## src/rtl/des_region_scheduler.sv

```systemverilog
// Purpose: sweeps one DES mask-counting block across a contiguous range of regions and sums its 48-bit ones-counters into a 64-bit total.
// Latency: go -> blk_restart 1 cycle, blk_start 2 cycles; blk_done -> accumulate next cycle, next region or result_valid 2 cycles after blk_done.
// Backpressure: none upstream; waits on blk_done level per region, optional watchdog aborts a region that never completes.
module des_region_scheduler #(
    parameter logic [15:0] REGION_FIRST = 16'h0000,
    parameter logic [16:0] REGION_COUNT = 17'd16,
    parameter logic [31:0] WATCHDOG     = 32'd0
) (
    input  logic        clk,
    input  logic        rst,
    input  logic        go,
    input  logic        abort,
    input  logic        blk_done,
    input  logic [47:0] blk_counter,
    output logic        blk_start,
    output logic        blk_restart,
    output logic [15:0] blk_region_select,
    output logic        busy,
    output logic        result_valid,
    output logic        timeout,
    output logic [16:0] regions_done,
    output logic [47:0] last_counter,
    output logic [63:0] total
);

    localparam logic [2:0] S_IDLE    = 3'd0;
    localparam logic [2:0] S_RESTART = 3'd1;
    localparam logic [2:0] S_START   = 3'd2;
    localparam logic [2:0] S_WAIT    = 3'd3;
    localparam logic [2:0] S_ACCUM   = 3'd4;
    localparam logic [2:0] S_DONE    = 3'd5;
    localparam logic [2:0] S_ABORT   = 3'd6;

    // Index of the final region and the watchdog count at which a region is given up.
    localparam logic [16:0] LAST_IDX = REGION_COUNT - 17'd1;
    localparam logic [31:0] WD_LAST  = WATCHDOG - 32'd1;

    logic [2:0]  state;
    logic [16:0] idx;
    logic [31:0] wd_cnt;
    logic        launch;

    // A new sweep starts from IDLE (abort has priority there) or from DONE (abort is ignored there).
    always_comb begin
        launch = 1'b0;
        if (state == S_IDLE) begin
            launch = go && !abort;
        end else if (state == S_DONE) begin
            launch = go;
        end
    end

    // Sweep sequencing, watchdog and accumulation.
    always_ff @(posedge clk) begin
        if (rst) begin
            state             <= S_IDLE;
            idx               <= 17'd0;
            wd_cnt            <= 32'd0;
            blk_region_select <= REGION_FIRST;
            timeout           <= 1'b0;
            regions_done      <= 17'd0;
            last_counter      <= 48'd0;
            total             <= 64'd0;
        end else if (launch) begin
            state             <= S_RESTART;
            idx               <= 17'd0;
            blk_region_select <= REGION_FIRST;
            timeout           <= 1'b0;
            regions_done      <= 17'd0;
            last_counter      <= 48'd0;
            total             <= 64'd0;
        end else begin
            case (state)
                S_RESTART: begin
                    state <= abort ? S_ABORT : S_START;
                end
                S_START: begin
                    wd_cnt <= 32'd0;
                    state  <= abort ? S_ABORT : S_WAIT;
                end
                S_WAIT: begin
                    if (abort) begin
                        state <= S_ABORT;
                    end else if (blk_done) begin
                        state <= S_ACCUM;
                    end else if ((WATCHDOG != 32'd0) && (wd_cnt == WD_LAST)) begin
                        state   <= S_ABORT;
                        timeout <= 1'b1;
                    end else begin
                        wd_cnt <= wd_cnt + 32'd1;
                    end
                end
                S_ACCUM: begin
                    // An abort here discards this region's counter entirely.
                    if (abort) begin
                        state <= S_ABORT;
                    end else begin
                        total        <= total + {16'd0, blk_counter};
                        last_counter <= blk_counter;
                        regions_done <= regions_done + 17'd1;
                        if (idx == LAST_IDX) begin
                            state <= S_DONE;
                        end else begin
                            idx               <= idx + 17'd1;
                            // Region numbers wrap modulo 2^16.
                            blk_region_select <= REGION_FIRST + idx[15:0] + 16'd1;
                            state             <= S_RESTART;
                        end
                    end
                end
                S_ABORT: begin
                    state <= S_IDLE;
                end
                S_IDLE, S_DONE: begin
                    state <= state;
                end
                default: begin
                    state <= S_IDLE;
                end
            endcase
        end
    end

    // Moore-decoded handshake and status outputs.
    always_comb begin
        blk_restart  = (state == S_RESTART) || (state == S_ABORT);
        blk_start    = (state == S_START);
        result_valid = (state == S_DONE);
        busy         = (state == S_RESTART) || (state == S_START) || (state == S_WAIT) ||
                       (state == S_ACCUM)   || (state == S_ABORT);
    end

endmodule

```

## config.mk

```make
export PLATFORM = sky130hd
export DESIGN_NAME = des_region_scheduler
export DESIGN_NICKNAME = d
export VERILOG_FILES = /design/src/rtl/des_region_scheduler.sv
export SDC_FILE = /design/constraint.sdc
export NUM_CORES = 1
export LEC_CHECK = 0
export ABC_AREA = 0
export BUFFER_PORTS_ARGS = -buffer_cell sky130_fd_sc_hd__buf_2
export CORE_MARGIN = 2
export CORE_UTILIZATION = 45
export DETAILED_ROUTE_END_ITERATION = 8
export HOLD_SLACK_MARGIN = 0.02
export PLACE_DENSITY = 0.68
export SETUP_SLACK_MARGIN = 0.1
export SYNTH_ARGS = -nofsm -noshare
export SYNTH_HDL_FRONTEND = slang
export SYNTH_SLANG_ARGS = --single-unit
```

## constraint.sdc

```tcl
create_clock -name clk -period 4.1 [get_ports clk]
set_input_delay 0.41 -clock clk [delete_from_list [all_inputs] [get_ports clk]]
set_output_delay 0.41 -clock clk [all_outputs]
set_load 0.01 [all_outputs]
```

# Yosys cells after proc, flatten, opt, wreduce, memory -nomap -nowiden
# Cells that the tools add are included.
# op_classes
addsub	4
muxes	10
bitwise_logic	3
n_eq_ne	10
n_reduce_logical	14
# ops
cell	count
$add 64x48->64	1
$add 17x1->17 const B	2
$mux 3	6
$eq 17x4->1 const B	1
$add 16x1->16 const B	1
$pmux 3 s5	1
$eq 3x3->1 const B	3
$eq 3x2->1 const B	2
$reduce_and 2->1	3
$logic_or 1x1->1	5
$ne 4x4->1 const B	1
$reduce_or 2->1	2
$eq 3x1->1 const B	1
$logic_not 3->1	1
$mux 1	3
$ne 3x3->1 const B	1
$not 1->1	3
$reduce_and 3->1	1
$ne 2x2->1 const B	1
$logic_and 1x1->1	1
$logic_not 1->1	1
# totals
output_inout_bits	150
elab_cells	48
input_bits	53
register_bits	165

# Logic depth before layout (Yosys ltp)
# depth
word_depth	5
ltp_mapped	11
depth_no_buf	10

# Worst setup path before layout
# No wires, ideal clock.
# synth_timing
path_type	input-to-reg
startpoint	in blk_counter[34]
endpoint	reg total[49]
setup_slack_ns	1.166
cell_stages	10
t_required_ns	3.979
setup_time_ns	0.121
path_buffers	1
arrival_ns	2.813
path_cell_list	ha_1 -> buf_6 -> a21o_1 -> a21o_1 -> a21o_1 -> or4_4 -> or4_4 -> a31oi_4 -> nor2_2 -> mux2_4
# synth_between
elab_chain_len	1
# synth_lines
element	line	text
from (decl)	14	input logic [47:0] blk_counter,
$add 64x48->64	98	total <= total + {16'd0, blk_counter};
to (signal assigned)	98	
to (decl)	23	output logic [63:0] total
# Every way passes these cells.
# A chain may end at the register's enable or synchronous reset.

# Worst setup path after layout
# layout_timing
startpoint	reg total[0]
endpoint	reg total[52]
# layout_between
elab_chain_len	1
# layout_lines
element	line
$add 64x48->64	98
# Every way passes these cells.

==> impl_metrics.ini <==
[worst_setup_path]
required_ps = 4410
worstPathArrival_ps = 3540
crit_type = flip-flop to flip-flop
crit_path_start_kind = flip-flop
cp_max_fo = 13
endpoint_kind = flip-flop

[outcome]
status = finished, final reports clean

[placement]
portBuffers = 201
place_congestion = 0.922
place_inst = 1565
detailed_place_hpwl_um = 17800

[min_path]
worstHoldPathType = input port to flip-flop

[cts]
clockBufferDepth = 2
cts_buffers = 17
cts.htree.levels = 4
cts_setup_buffers = 0
root_buffer = clkbuf_16
tritoncts = done
clock_latency_ps = 430
holdBufCountCts = 0
cts_resized = 0
clk_pin_slew_ps = 60
cts.sinks = 149

[synth]
syn_avg_cell_area_um2 = 7.57
synth_nets = 1275
synthDistinctLibCells = 73
async_flop_share_pct = 0
synth_ff_type = dfxtp_1
synthCells = 1171
ys_seq_elements = 149
ys_warn_count = 0
synth-edff-count = 0
synth-seq-area-share_pct = 33.7
netlist_area_um2 = 8860

[timing]
relSlewSlack_pct = 35.4
period_needed_ps = 3230
tightest_slew_ps = 970
timing.fmax_mhz = 310
finalCritPeriodShare_pct = 78.8
rsz0062_at_grt = false
setup_violations = 0
setup_tns_ps = 0
finClkSkew_ps = 7.12
maxSlewViolCount = 0
hold_viol = 0

[floorplan]
start_util_pct = 45.7
boundaryPins = 203
die_w_um = 144
core_um2 = 19400
die_y_um = 144
die_area_um2 = 20800
rows = 51

[detailed_routing]
viasPerCell = 5.53
routedWlPerCell_um = 15.5
drcViolationCount = 0
drtAntennaViolNets = 0
num_vias = 8831
drt_first_iter_violations = 469
drt_wl_total_um = 24700
dr.pass1.iters = 5

[final_layout]
fin_cells = 1596
area_growth_pct = 18.3
fin_nets = 1423
diodes = 0
drive_gt1_share_pct = 19.8
final_core_util_pct = 54.0

[global_routing]
grt_max_degree = 54
grt_pass1_vias = 7906
grt-ovfl-total = 0
grt_pass1_wl_um = 38900
grt_use_total_pct = 23.1
antenna_found_initial = 0

[pwr]
power_mw = 3.31
vdd_ir_drop_max_uv = 272
powerDensity_nw_per_um2 = 316
leakage_nw = 4.44

[job]
maxCapViolCount = 0
[kinds of logic after synthesis]
family / synth area share (%)
buffers and inverters: 5.38
adders and majority gates: 7.29
other: 0.0423
and+or+nand+nor: 25.0
muxes: 0.734
DFF: 33.7
xor gates and xnor gates: 5.63
AOI/OAI and AO/OA: 22.3
[layer usage]
layer | wire length, um | global-route usage (%) | vias to the layer above
met1 | 11600 | 30.9 | 4121
met3 | 1480 | 4.40 | 29
li1 | - | - | 4450
met2 | 11200 | 37.7 | 231
met5 | 0 | 0 | -
met4 | 387 | 7.10 | 0
[state kept, by name, indices dropped and copies added (netlist names)]
register           cells
idx                    2
last_counter          48
regions_done          17
total                 64
blk_region_select     15
state                  3
[report_power, final]
part | leakage, nW | internal, mW | switching, mW
Sequential | 1.20 | 1.46 | 0.00946
Clock | 0.269 | 0.911 | 0.642
Combinational | 2.97 | 0.0989 | 0.196
Total | 4.44 | 2.47 | 0.847
[through the flow]
stage	worst slack [ps]	instance area [um^2]	hold WS (ps)
2_1_floorplan	1170	8860	480
3_3_place_gp	714	9910	438
3_5_place_dp	693	9910	445
4_1_cts	896	10500	213
5_1_grt	605	10500	224
6_report	870	10500	219
[cells in the final DEF (no fill, tap or decap), drive strengths merged, types with 4 or more instances in the layout]
cell,n
nand3,51
nor3,25
a211oi,12
nor2b,7
nand2b,9
o211ai,6
clkbuf,20
or4,7
nor4,8
o21a,7
nand4,30
clkinvlp,4
nor2,82
and4,5
a221oi,4
xnor2,31
a21oi,148
or3,16
and2,6
mux2i,5
ha,50
o21ai,70
a2111o,6
buf,211
inv,23
dfxtp,149
o21bai,8
and3,11
a21o,17
xor2,26
a31oi,14
nand2,212
[synth_stat cells, types with 17 or more instances]
cell type / instances / area (um^2)
o21ai_0: 70 / 350
dfxtp_1: 149 / 2980
buf_4: 17 / 128
nor3_1: 24 / 120
xnor2_1: 31 / 272
a21oi_1: 147 / 736
nand4_1: 30 / 188
clkbuf_1: 35 / 131
ha_1: 50 / 626
inv_1: 21 / 78.8
nand3_1: 51 / 255
nand2_1: 212 / 796
a21o_1: 17 / 128
xor2_1: 26 / 228
nor2_1: 81 / 304
[path summary, 6_finish.rpt]
path	start	endpoint	slack, ps	depth (start not counted)
max	total[0]	total[52]	870	11
min	rst	state[0]	220	2
max reg2reg	total[0]	total[52]	870	11
min reg2reg	last_counter[45]	last_counter[45]	450	2
[layout make-up]
cell class	count	area [um^2]
fill	1927	8910
multi-input combinational	919	5440
sequential	149	2980
timing repair buffer	211	1080
clock buffer	20	447
tap	265	332
clock inverter	11	126
inverter	21	78.8
[worst max-delay path, cell delays in order, from the launching register on]
cell and delay (ps):
dfxtp_1 320, ha_1 220, fa_1 430, a211oi_1 330
o21a_1 250, nor4_1 90, nor3_2 570, a2111oi_2 190
o211ai_1 220, buf_4 220, a211oi_1 100, mux2i_1 150
(Power assumes the default switching activity.)
